**config.mk**
```make
export PLATFORM = sky130hd
export DESIGN_NAME = updown_counter
export DESIGN_NICKNAME = d
export VERILOG_FILES = /design/src/rtl/updown_counter.sv
export SDC_FILE = /design/constraint.sdc
export NUM_CORES = 1
export LEC_CHECK = 0
export ABC_CLOCK_PERIOD_IN_PS = 2400
export BUFFER_PORTS_ARGS = -buffer_cell sky130_fd_sc_hd__buf_2
export CORE_AREA = 2 2 39 41
export CTS_BUF_LIST = sky130_fd_sc_hd__clkbuf_8 sky130_fd_sc_hd__clkbuf_16
export CTS_CLUSTER_SIZE = 30
export DETAILED_ROUTE_END_ITERATION = 10
export DIE_AREA = 0 0 41 43
export HOLD_SLACK_MARGIN = 0.12
export MAX_ROUTING_LAYER = met4
export PLACE_DENSITY = 0.54
export SLEW_MARGIN = 20
export SYNTH_ARGS = -nofsm -noshare
export SYNTH_HDL_FRONTEND = slang
export SYNTH_SLANG_ARGS = --single-unit
```
**constraint.sdc**
```tcl
create_clock -name clk -period 2.4 [get_ports clk]
set_input_delay 0.24 -clock clk [delete_from_list [all_inputs] [get_ports clk]]
set_output_delay 0.24 -clock clk [all_outputs]
set_load 0.05 [all_outputs]
```
**src/rtl/updown_counter.sv**
```systemverilog
// updown_counter: parametrised up/down counter with load, wrap/saturate, tc pulse and sticky ovf.
// Optional registered compare-match output enabled by macro COUNTER_CMP_EN.
module updown_counter #(
  parameter int WIDTH    = 4,
  parameter int MAX      = 2**WIDTH-1,
  parameter int SATURATE = 0
) (
  input  logic             clk,
  input  logic             rstb,
  input  logic             in,
  input  logic             dir,
  input  logic             load,
  input  logic [WIDTH-1:0] load_val,
  input  logic             clr_ovf,
`ifdef COUNTER_CMP_EN
  input  logic [WIDTH-1:0] cmp_val,
  output logic             match,
`endif
  output logic [WIDTH-1:0] Q,
  output logic             tc,
  output logic             ovf
);
  localparam logic [WIDTH-1:0] MAX_V = WIDTH'(MAX);
  localparam logic [WIDTH-1:0] ONE_V = WIDTH'(1);
  localparam logic             SAT_V = SATURATE != 0;
  logic [WIDTH-1:0] q_q, q_d, step_v;
  logic             tc_q, tc_d, ovf_q, ovf_d, at_top, at_bot;
  always_comb begin
    at_top = q_q == MAX_V;
    at_bot = q_q == '0;
    step_v = dir ? (at_top ? (SAT_V ? MAX_V : '0) : q_q + ONE_V)
                 : (at_bot ? (SAT_V ? '0 : MAX_V) : q_q - ONE_V);
    // load overrides a step, so a crossing needs load low
    tc_d   = in && !load && (dir ? at_top : at_bot);
    q_d    = load ? (load_val > MAX_V ? MAX_V : load_val) : in ? step_v : q_q;
    ovf_d  = tc_d || (ovf_q && !clr_ovf);
  end
  always_ff @(posedge clk) begin
    if (rstb) begin
      q_q   <= '0;
      tc_q  <= 1'b0;
      ovf_q <= 1'b0;
    end else begin
      q_q   <= q_d;
      tc_q  <= tc_d;
      ovf_q <= ovf_d;
    end
  end
`ifdef COUNTER_CMP_EN
  logic match_q;
  always_ff @(posedge clk) begin
    if (rstb) match_q <= 1'b0;
    else match_q <= q_d == cmp_val;
  end
  assign match = match_q;
`endif
  assign Q   = q_q;
  assign tc  = tc_q;
  assign ovf = ovf_q;
endmodule

```
# Yosys cells after proc, flatten, opt, wreduce, memory -nomap -nowiden
# Cells that the tools add are included.
[totals]
register_bits = 6
in_bits = 10
output_inout_bits = 6
word_cells = 22
[classes]
add_sub_neg = 2
magnitude_cmp = 1
eq_ne = 1
muxes = 7
reduce_logical = 8
[op_table]
columns = ["op", "n"]
rows = [
  ["2-to-1 mux 4 bit", 6],
  ["adder 4 x 1 -> 4 bit, second input constant", 1],
  ["equality test 4 bit, second input constant", 1],
  ["greater-than comparator 4 bit, second input constant", 1],
  ["logical NOT 4 bit", 1],
  ["subtractor 4 x 1 -> 4 bit, second input constant", 1],
  ["logical AND 1 bit", 3],
  ["logical NOT 1 bit", 2],
  ["nonzero test 2 bit", 1],
  ["logical OR 1 bit", 1],
  ["2-to-1 mux 1 bit", 1],
]

# Logic depth before layout (Yosys ltp)
# Gate-level depths: netlist of the first run.
[depth]
word_depth = 5
ltp_mapped = 6
ltp_nobuf = 6

# Worst setup path after synthesis of the first run
# Ideal clock, no wire load.
[synth_path]
path_kind = "flip-flop to flip-flop"
from = "reg q_q[0], in the netlist Q[0]"
to = "reg q_q[3], in the netlist Q[3]"
setup_ns = 0.127
t_arrival_ns = 1.690
t_required_ns = 2.273
setup_slack_ns = 0.583
path_stages_with_launch = 7
path_buffers = 0
synth_period_minus_slack_ns = 1.817
path_cell_list = "dfxtp_1 > inv_1 > ha_1 > o21bai_1 > a21oi_1 > nor4_1 > or3_1"
[synth_between]
elab_chain_len = 5
elab_cells_between_ends = 9
classes_between = "2 x add/sub; 1 x eq/ne; 5 x mux; 1 x reduce/logical"
[synth_rtl]
columns = ["item", "line_no", "rtl"]
rows = [
  ["start, declared", "26", "logic [WIDTH-1:0] q_q, q_d, step_v;"],
  ["start signal, assigned", "44", "q_q <= q_d;"],
  ["subtractor 4 x 1 -> 4 bit, or another cell as far along", "32", ": (at_bot ? (SAT_V ? '0 : MAX_V) : q_q - ONE_V);"],
  ["2-to-1 mux 4 bit (on tied branches)", "32, 31", ""],
  ["2-to-1 mux 4 bit *", "31", "step_v = dir ? (at_top ? (SAT_V ? MAX_V : '0) : q_q + ONE_V)"],
  ["2-to-1 mux 4 bit * (2 in a row)", "35", "q_d = load ? (load_val > MAX_V ? MAX_V : load_val) : in ? step_v : q_q;"],
]
# Mark *: on every way between the ends. The rest lies on a longest branch, timed or not. The select of a mux whose other input is x is not followed.
# A chain may end at the register's enable or synchronous reset.

# Final worst setup path of the first run
# Ends and elaborated chain as after synthesis.

==> run_results.csv, run 1 <==
group,metric,value,unit
grt,grt_usage,10.8,%
pwr,ir_worst_vdd,0.300,mV
floorplanning,die_w,41,µm
logic_synthesis,ys_seq_elements,6,
clock_network,cts_hold_buf,0,
logic_synthesis,synth_area,375,µm²
route,dr.pass1.iters,2,
route,detail-route-antenna-nets,0,
logic_synthesis,yosys.area.top_type_share,32.0,%
logic_synthesis,synth_fp_nets,58,
setup_path,path_delay_family,"flip-flops",
setup_path,arrival,1620,ps
route,drc,0,
route,totalWireLength,789,µm
clock_network,clockRootBuffer,"clkbuf_8",
logic_synthesis,avgSynthCellArea,8.16,µm²
clock_network,cts_tree,"done",
final_layout,multi_input_area,233,µm²
timing,hold_viol_final,0,
pwr,p_sw,98.8,µW
worst_hold_path,hold_path_class,"in2reg",
clock_network,cts.sinks,6,
final_layout,layout.cells.non_filler,79,
setup_path,cp_slowest_cell,"dfxtp_1",
setup_path,cp_max_fo,7,
setup_path,cp-start-kind,"register",
outcome,outcome,"finished, final reports clean",
timing,tightest_slew,259,ps
timing,fmax,0.660,GHz
clock_network,clkLatencyLatePin,220,ps
logic_synthesis,yosysSeqAreaShare,32.0,%
clock_network,clockBufferDepth,2,
final_layout,drive_gt1_share,31.7,%
timing,period_share,63.2,%
final_layout,diodes,0,
timing,period_needed,1520,ps
final_layout,fill_cells,153,
clock_network,h-tree-depth,1,
floorplanning,io_pins,16,
final_layout,seqCellArea,120,µm²
setup_path,worstPathRequired,2500,ps
clock_network,path_clk_slew,30,ps
route,viasPerCell,4.82,
grt,grt_pass1_wl,1210,µm
pwr,combPwrFrac,22.6,%
timing,fin_setup_tns,0,ps
placement,dp_hpwl,634,µm
pwr,pwr_density_cell,678,nW/µm²
flow_run,max_cap_violations,0,
floorplanning,die-area,1760,µm²
setup_path,crit_path_end_kind,"register",
timing,setup_violations,0,
route,routedWlPerCell,9.99,µm
pwr,p_int,246,µW
placement,place_congestion,0.679,
floorplanning,die_height,43,µm
grt,grt_max_degree,10,
final_layout,fin_nets,77,
route,num_vias,381,
placement,io_buffers,15,
timing,timing.slew.headroom,82.5,%
placement,dp.cells,76,
setup_path,path_buf_inv,1,
logic_synthesis,yosysUniqueCellTypes,26,
timing,fin_skew,1.00,ps
logic_synthesis,synthTopCellsByCount,"6 x a21oi_1, 6 x dfxtp_1, 4 x inv_1, 4 x nor2_1, 3 x xnor2_1",
pwr,power_frac_seq,34.0,%
route,drt_iter0_drc,1,
clock_network,postCtsSetupBuffers,0,
logic_synthesis,yosysTopAreaCell,"dfxtp_1",
floorplanning,start_util,27.1,%
setup_path,crit_type,"reg2reg",
final_layout,area_delta_synth_final,35.3,%
timing,drv_slew,0,
clock_network,cts_resized,0,
pwr,p_leak,0.000244,µW
grt,first_global_vias,317,
logic_synthesis,ys.flop_type,"dfxtp_1",
logic_synthesis,synth.area.top_cells,"dfxtp_1 32%, a21oi_1 8.0%, xnor2_1 7.0%",
pwr,switching_share,28.7,%
logic_synthesis,yosysWarnings,0,
grt,antenna_found_initial,0,
clock_network,cts_made_buffers,3,
pwr,p_clk_share,43.4,%
logic_synthesis,async_flop_share,0,%
floorplanning,core,1380,µm²
logic_synthesis,synth-edff-count,0,
logic_synthesis,synthCells,46,
grt,overflow,0,
setup_path,cp_slowest_stage_delay,430,ps
timing,rsz0062_at_grt,"false",
floorplanning,std_cell_rows,14,
setup_path,crit_chain,"inv_1 > ha_1 > o21bai_1 > a21oi_1 > nor4_1 > or3_1",
-- kinds of logic (layout without fill, tap and decap cells) --
kind of cell | after synthesis | in the layout | share of synthesized area (%)
and+or+nand+nor | 15 | 15 | 24.0
AOI/OAI and AO/OA | 12 | 12 | 18.7
DFF | 6 | 6 | 32.0
buffers and inverters | 6 | 23 | 6.00
xor gates and xnor gates | 3 | 3 | 7.00
adders and majority gates | 2 | 2 | 6.67
muxes | 2 | 2 | 5.67
-- registers in the layout (all words and copies together) (netlist names) --
| signal | cells |
|---|---|
| ovf | 1 |
| Q | 4 |
| tc | 1 |
-- tightest hold or removal path: cells and delay by family --
family	cells	cell delay [ps]
buffers and inverters	1	80
AND/OR/NAND/NOR	1	70
AO/OA/AOI/OAI	1	50
-- power groups by stage --
stage | registers [µW] | logic [µW] | clock network (µW)
2_1_floorplan | 139 | 35.4 | 0
3_3_place_gp | 119 | 78.6 | 0
3_5_place_dp | 119 | 78.1 | 0
4_1_cts | 117 | 78.6 | 154
5_1_grt | 118 | 84.6 | 159
6_report | 117 | 77.7 | 149
-- final timing paths --
kind,startpoint,endpoint,slack [ps],cells after the start
setup / recovery,Q[0],Q[3],880,6
hold / removal,load_val[0],Q[0],250,3
setup reg to reg,Q[0],Q[3],880,6
hold reg to reg,ovf,ovf,450,1
-- cell type report --
cell class	count	area share, %
multi-input cells	34	45.8
clock buffers	3	8.13
repair buffers	15	14.8
well taps	16	3.94
flip-flops and latches	6	23.6
inverters	5	3.69
-- metrics by stage --
step | power [µW] | setup WS, ps | util, % | hold WS, ps | cell area [µm²]
2_1_floorplan | 174 | 583 | - | 312 | 375
3_3_place_gp | 197 | 915 | 33.7 | 435 | 467
3_5_place_dp | 197 | 893 | 33.7 | 445 | 467
4_1_cts | 349 | 891 | 36.7 | 253 | 508
5_1_grt | 361 | 762 | 36.7 | 258 | 508
6_report | 344 | 884 | 36.7 | 251 | 508
-- routing by layer --
layer  up-vias  part of all wire [%]  routed length [µm]  track usage (%)
li1        198                     -                   -                -
met1       170                    40                 319             10.3
met2        10                    51                 405             16.3
met3         3                   6.8                  54             7.85
met4         0                   1.3                  10             4.00
met5         -                     0                   0                -
-- cell usage in the layout, fill, tap and decap left out, types with 2 or more instances in the layout --
master / instances
nor2_1: 4
inv_1: 4
a21oi_1: 6
nand2_1: 2
ha_1: 2
clkbuf_8: 3
buf_2: 15
xnor2_1: 3
dfxtp_1: 6
No activity file was read; power rests on OpenSTA's default activity.
==> run 2, diff against run 1 <==
- ABC_AREA: not set -> 1
- ABC_CLOCK_PERIOD_IN_PS: 2400 -> 1550
- clock period: 2.4 -> 1.55 ns (I/O delays scaled with it)
==> run 2 against run 1 <==
Net effect: synthesized cell count increased by 35%; worst setup slack got worse by 560 ps; maximum frequency increased by 24%; non-clock buffer count unchanged; clock power increased by 52%; die area unchanged; core utilization increased by 0.81 points; critical endpoint unchanged.
==> run_results.csv, run 2 <==
group,metric,value,unit
timing,rsz0062_at_grt,"false",
clock_network,h-tree-depth,1,
grt,antenna_found_initial,0,
route,drt_iter0_drc,16,
logic_synthesis,synth_fp_nets,74,
grt,first_global_vias,375,
pwr,p_leak,0.000288,µW
clock_network,cts_tree,"done",
outcome,outcome,"finished, final reports clean",
logic_synthesis,yosys.area_share.adder,6.56,%
floorplanning,die_height,43,µm
timing,drv_slew,0,
setup_path,crit_path_end_kind,"register",
final_layout,fin_nets,94,
final_layout,diodes,0,
final_layout,multi_input_area,224,µm²
setup_path,cp_max_fo,6,
logic_synthesis,synth_xor_area_share,2.30,%
clock_network,path_clk_slew,40,ps
logic_synthesis,avgSynthCellArea,6.16,µm²
floorplanning,start_util,27.6,%
final_layout,mostFrequentLayoutCells,"21 x nand2_1, 15 x buf_2, 9 x inv_1",
logic_synthesis,yosysWarnings,0,
clock_network,cts_hold_buf,0,
timing,period_share,78.9,%
floorplanning,core,1380,µm²
clock_network,clockBufferDepth,2,
logic_synthesis,synth.area.top_cells,"dfxtp_1 31%, nand2_1 21%, nand3_1 9.2%",
grt,overflow,0,
final_layout,seqCellArea,121,µm²
route,num_vias,420,
grt,grt_pass1_wl,1400,µm
timing,setup_violations,0,
timing,period_needed,1220,ps
placement,place_congestion,0.740,
grt,grt_max_degree,8,
grt,grt_usage,11.9,%
logic_synthesis,synthTopCellsByCount,"21 x nand2_1, 9 x inv_1, 7 x nand3_1, 7 x nor2_1, 6 x dfxtp_1",
logic_synthesis,synth_compound_area_share,13.1,%
final_layout,area_delta_synth_final,36.1,%
logic_synthesis,synth_area,382,µm²
worst_hold_path,hold_path_class,"in2reg",
floorplanning,io_pins,16,
flow_run,max_cap_violations,0,
logic_synthesis,async_flop_share,0,%
clock_network,cts_made_buffers,3,
final_layout,final_util,37.5,%
logic_synthesis,synthSimpleGateAreaFrac,36.7,%
placement,place_ws,334,ps
timing,timing.slew.headroom,81.2,%
route,dr.pass1.iters,4,
pwr,pwr_density_cell,1020,nW/µm²
route,totalWireLength,858,µm
clock_network,clockRootBuffer,"clkbuf_8",
placement,io_buffers,15,
logic_synthesis,synth_top_family_by_area,"simple AND/OR/NAND/NOR gates",
setup_path,r2r_setup_slack,330,ps
setup_path,arrival,1330,ps
timing,fin_setup_tns,0,ps
final_layout,fill_cells,159,
timing,fmax,0.818,GHz
final_layout,mostFrequentLayoutCell,"nand2_1",
logic_synthesis,yosysUniqueCellTypes,13,
pwr,ir_worst_vdd,0.513,mV
route,detail-route-antenna-nets,0,
logic_synthesis,yosys-mux-area-fraction,0,%
logic_synthesis,synthCells,62,
timing,fin_skew,1.07,ps
timing,fin_hold_ws,178,ps
logic_synthesis,yosysTopAreaCell,"dfxtp_1",
clock_network,cts_resized,0,
clock_network,cts.sinks,6,
setup_path,worstPathRequired,1660,ps
timing,tightest_slew,281,ps
final_layout,drive_gt1_share,25.0,%
clock_network,clkLatencyLatePin,220,ps
setup_path,cp-start-kind,"register",
placement,dp_hpwl,696,µm
setup_path,crit_type,"reg2reg",
logic_synthesis,yosys.area.top_type_share,31.5,%
logic_synthesis,ys.flop_type,"dfxtp_1",
logic_synthesis,yosysSeqAreaShare,31.5,%
timing,hold_viol_final,0,
floorplanning,die_w,41,µm
route,drc,0,
final_layout,largest_reg_flops,4,
logic_synthesis,ys_seq_elements,6,
logic_synthesis,synth-edff-count,0,
route,viasPerCell,4.38,
timing,setup_ws,328,ps
floorplanning,std_cell_rows,14,
floorplanning,die-area,1760,µm²
clock_network,postCtsSetupBuffers,0,
route,routedWlPerCell,8.94,µm
logic_synthesis,yosysMostFrequentCell,"nand2_1",
run 2: changes by cell type after synthesis, sizes merged, moves of 2 or more:
cell   before  now
nand2       2   21
nand3       0    7
inv         5   10
a21oi       6    3
nor2        4    7
a22oi       0    2
xnor2       3    1
run 2: layout make-up:
cell class | instances | area share (%)
clock buffers | 3 | 7.95
inverters | 10 | 7.23
well taps | 16 | 3.86
repair buffers | 15 | 14.5
flip-flops and latches | 6 | 23.4
multi-input cells | 46 | 43.1
run 2: cells by family after synthesis:
kind of cell,count (synthesis)
AO/OA/AOI/OAI,8
adder cells (fa/ha/maj),2
XOR/XNOR,1
flip-flops,6
buffers and inverters,10
AND/OR/NAND/NOR,35
run 2: final timing paths:
| path | from | to | cells after the start |
|---|---|---|---|
| worst max-delay path | Q[1] | Q[3] | 8 |
| worst min-delay path | rstb | tc | 2 |
| worst max register to register | Q[1] | Q[3] | 8 |
| worst min register to register | ovf | ovf | 2 |
run 2: critical path, stage by stage, from the launching register on:
cell and delay, ps:
dfxtp_1 410, inv_1 70, ha_1 210, a21oi_1 150, nand2_1 70, nand3_1 70
nand2_1 50, nand2_1 50, nand2_1 40
run 2: where the power goes:
part	switching (µW)	internal (µW)	leakage, µW
clock	60.8	166	0.0000216
combinational	81.7	43.6	0.000216
sequential	13.6	165	0.0000497
run 2: per-layer routing:
metal  vias to the layer above  global-route usage, %  part of all wire (%)
met1                       176                   14.9                    53
li1                        232                      -                     -
met3                         0                   3.14                   4.8
met4                         0                   6.00                     0
met5                         -                      -                     0
met2                        12                   16.9                    42
run 2: through the flow:
stage | instance area [µm²] | cells | power, µW
2_1_floorplan | 383 | 62 | 269
3_3_place_gp | 478 | 93 | 306
3_5_place_dp | 478 | 93 | 307
4_1_cts | 519 | 96 | 541
5_1_grt | 519 | 96 | 560
6_report | 519 | 96 | 532
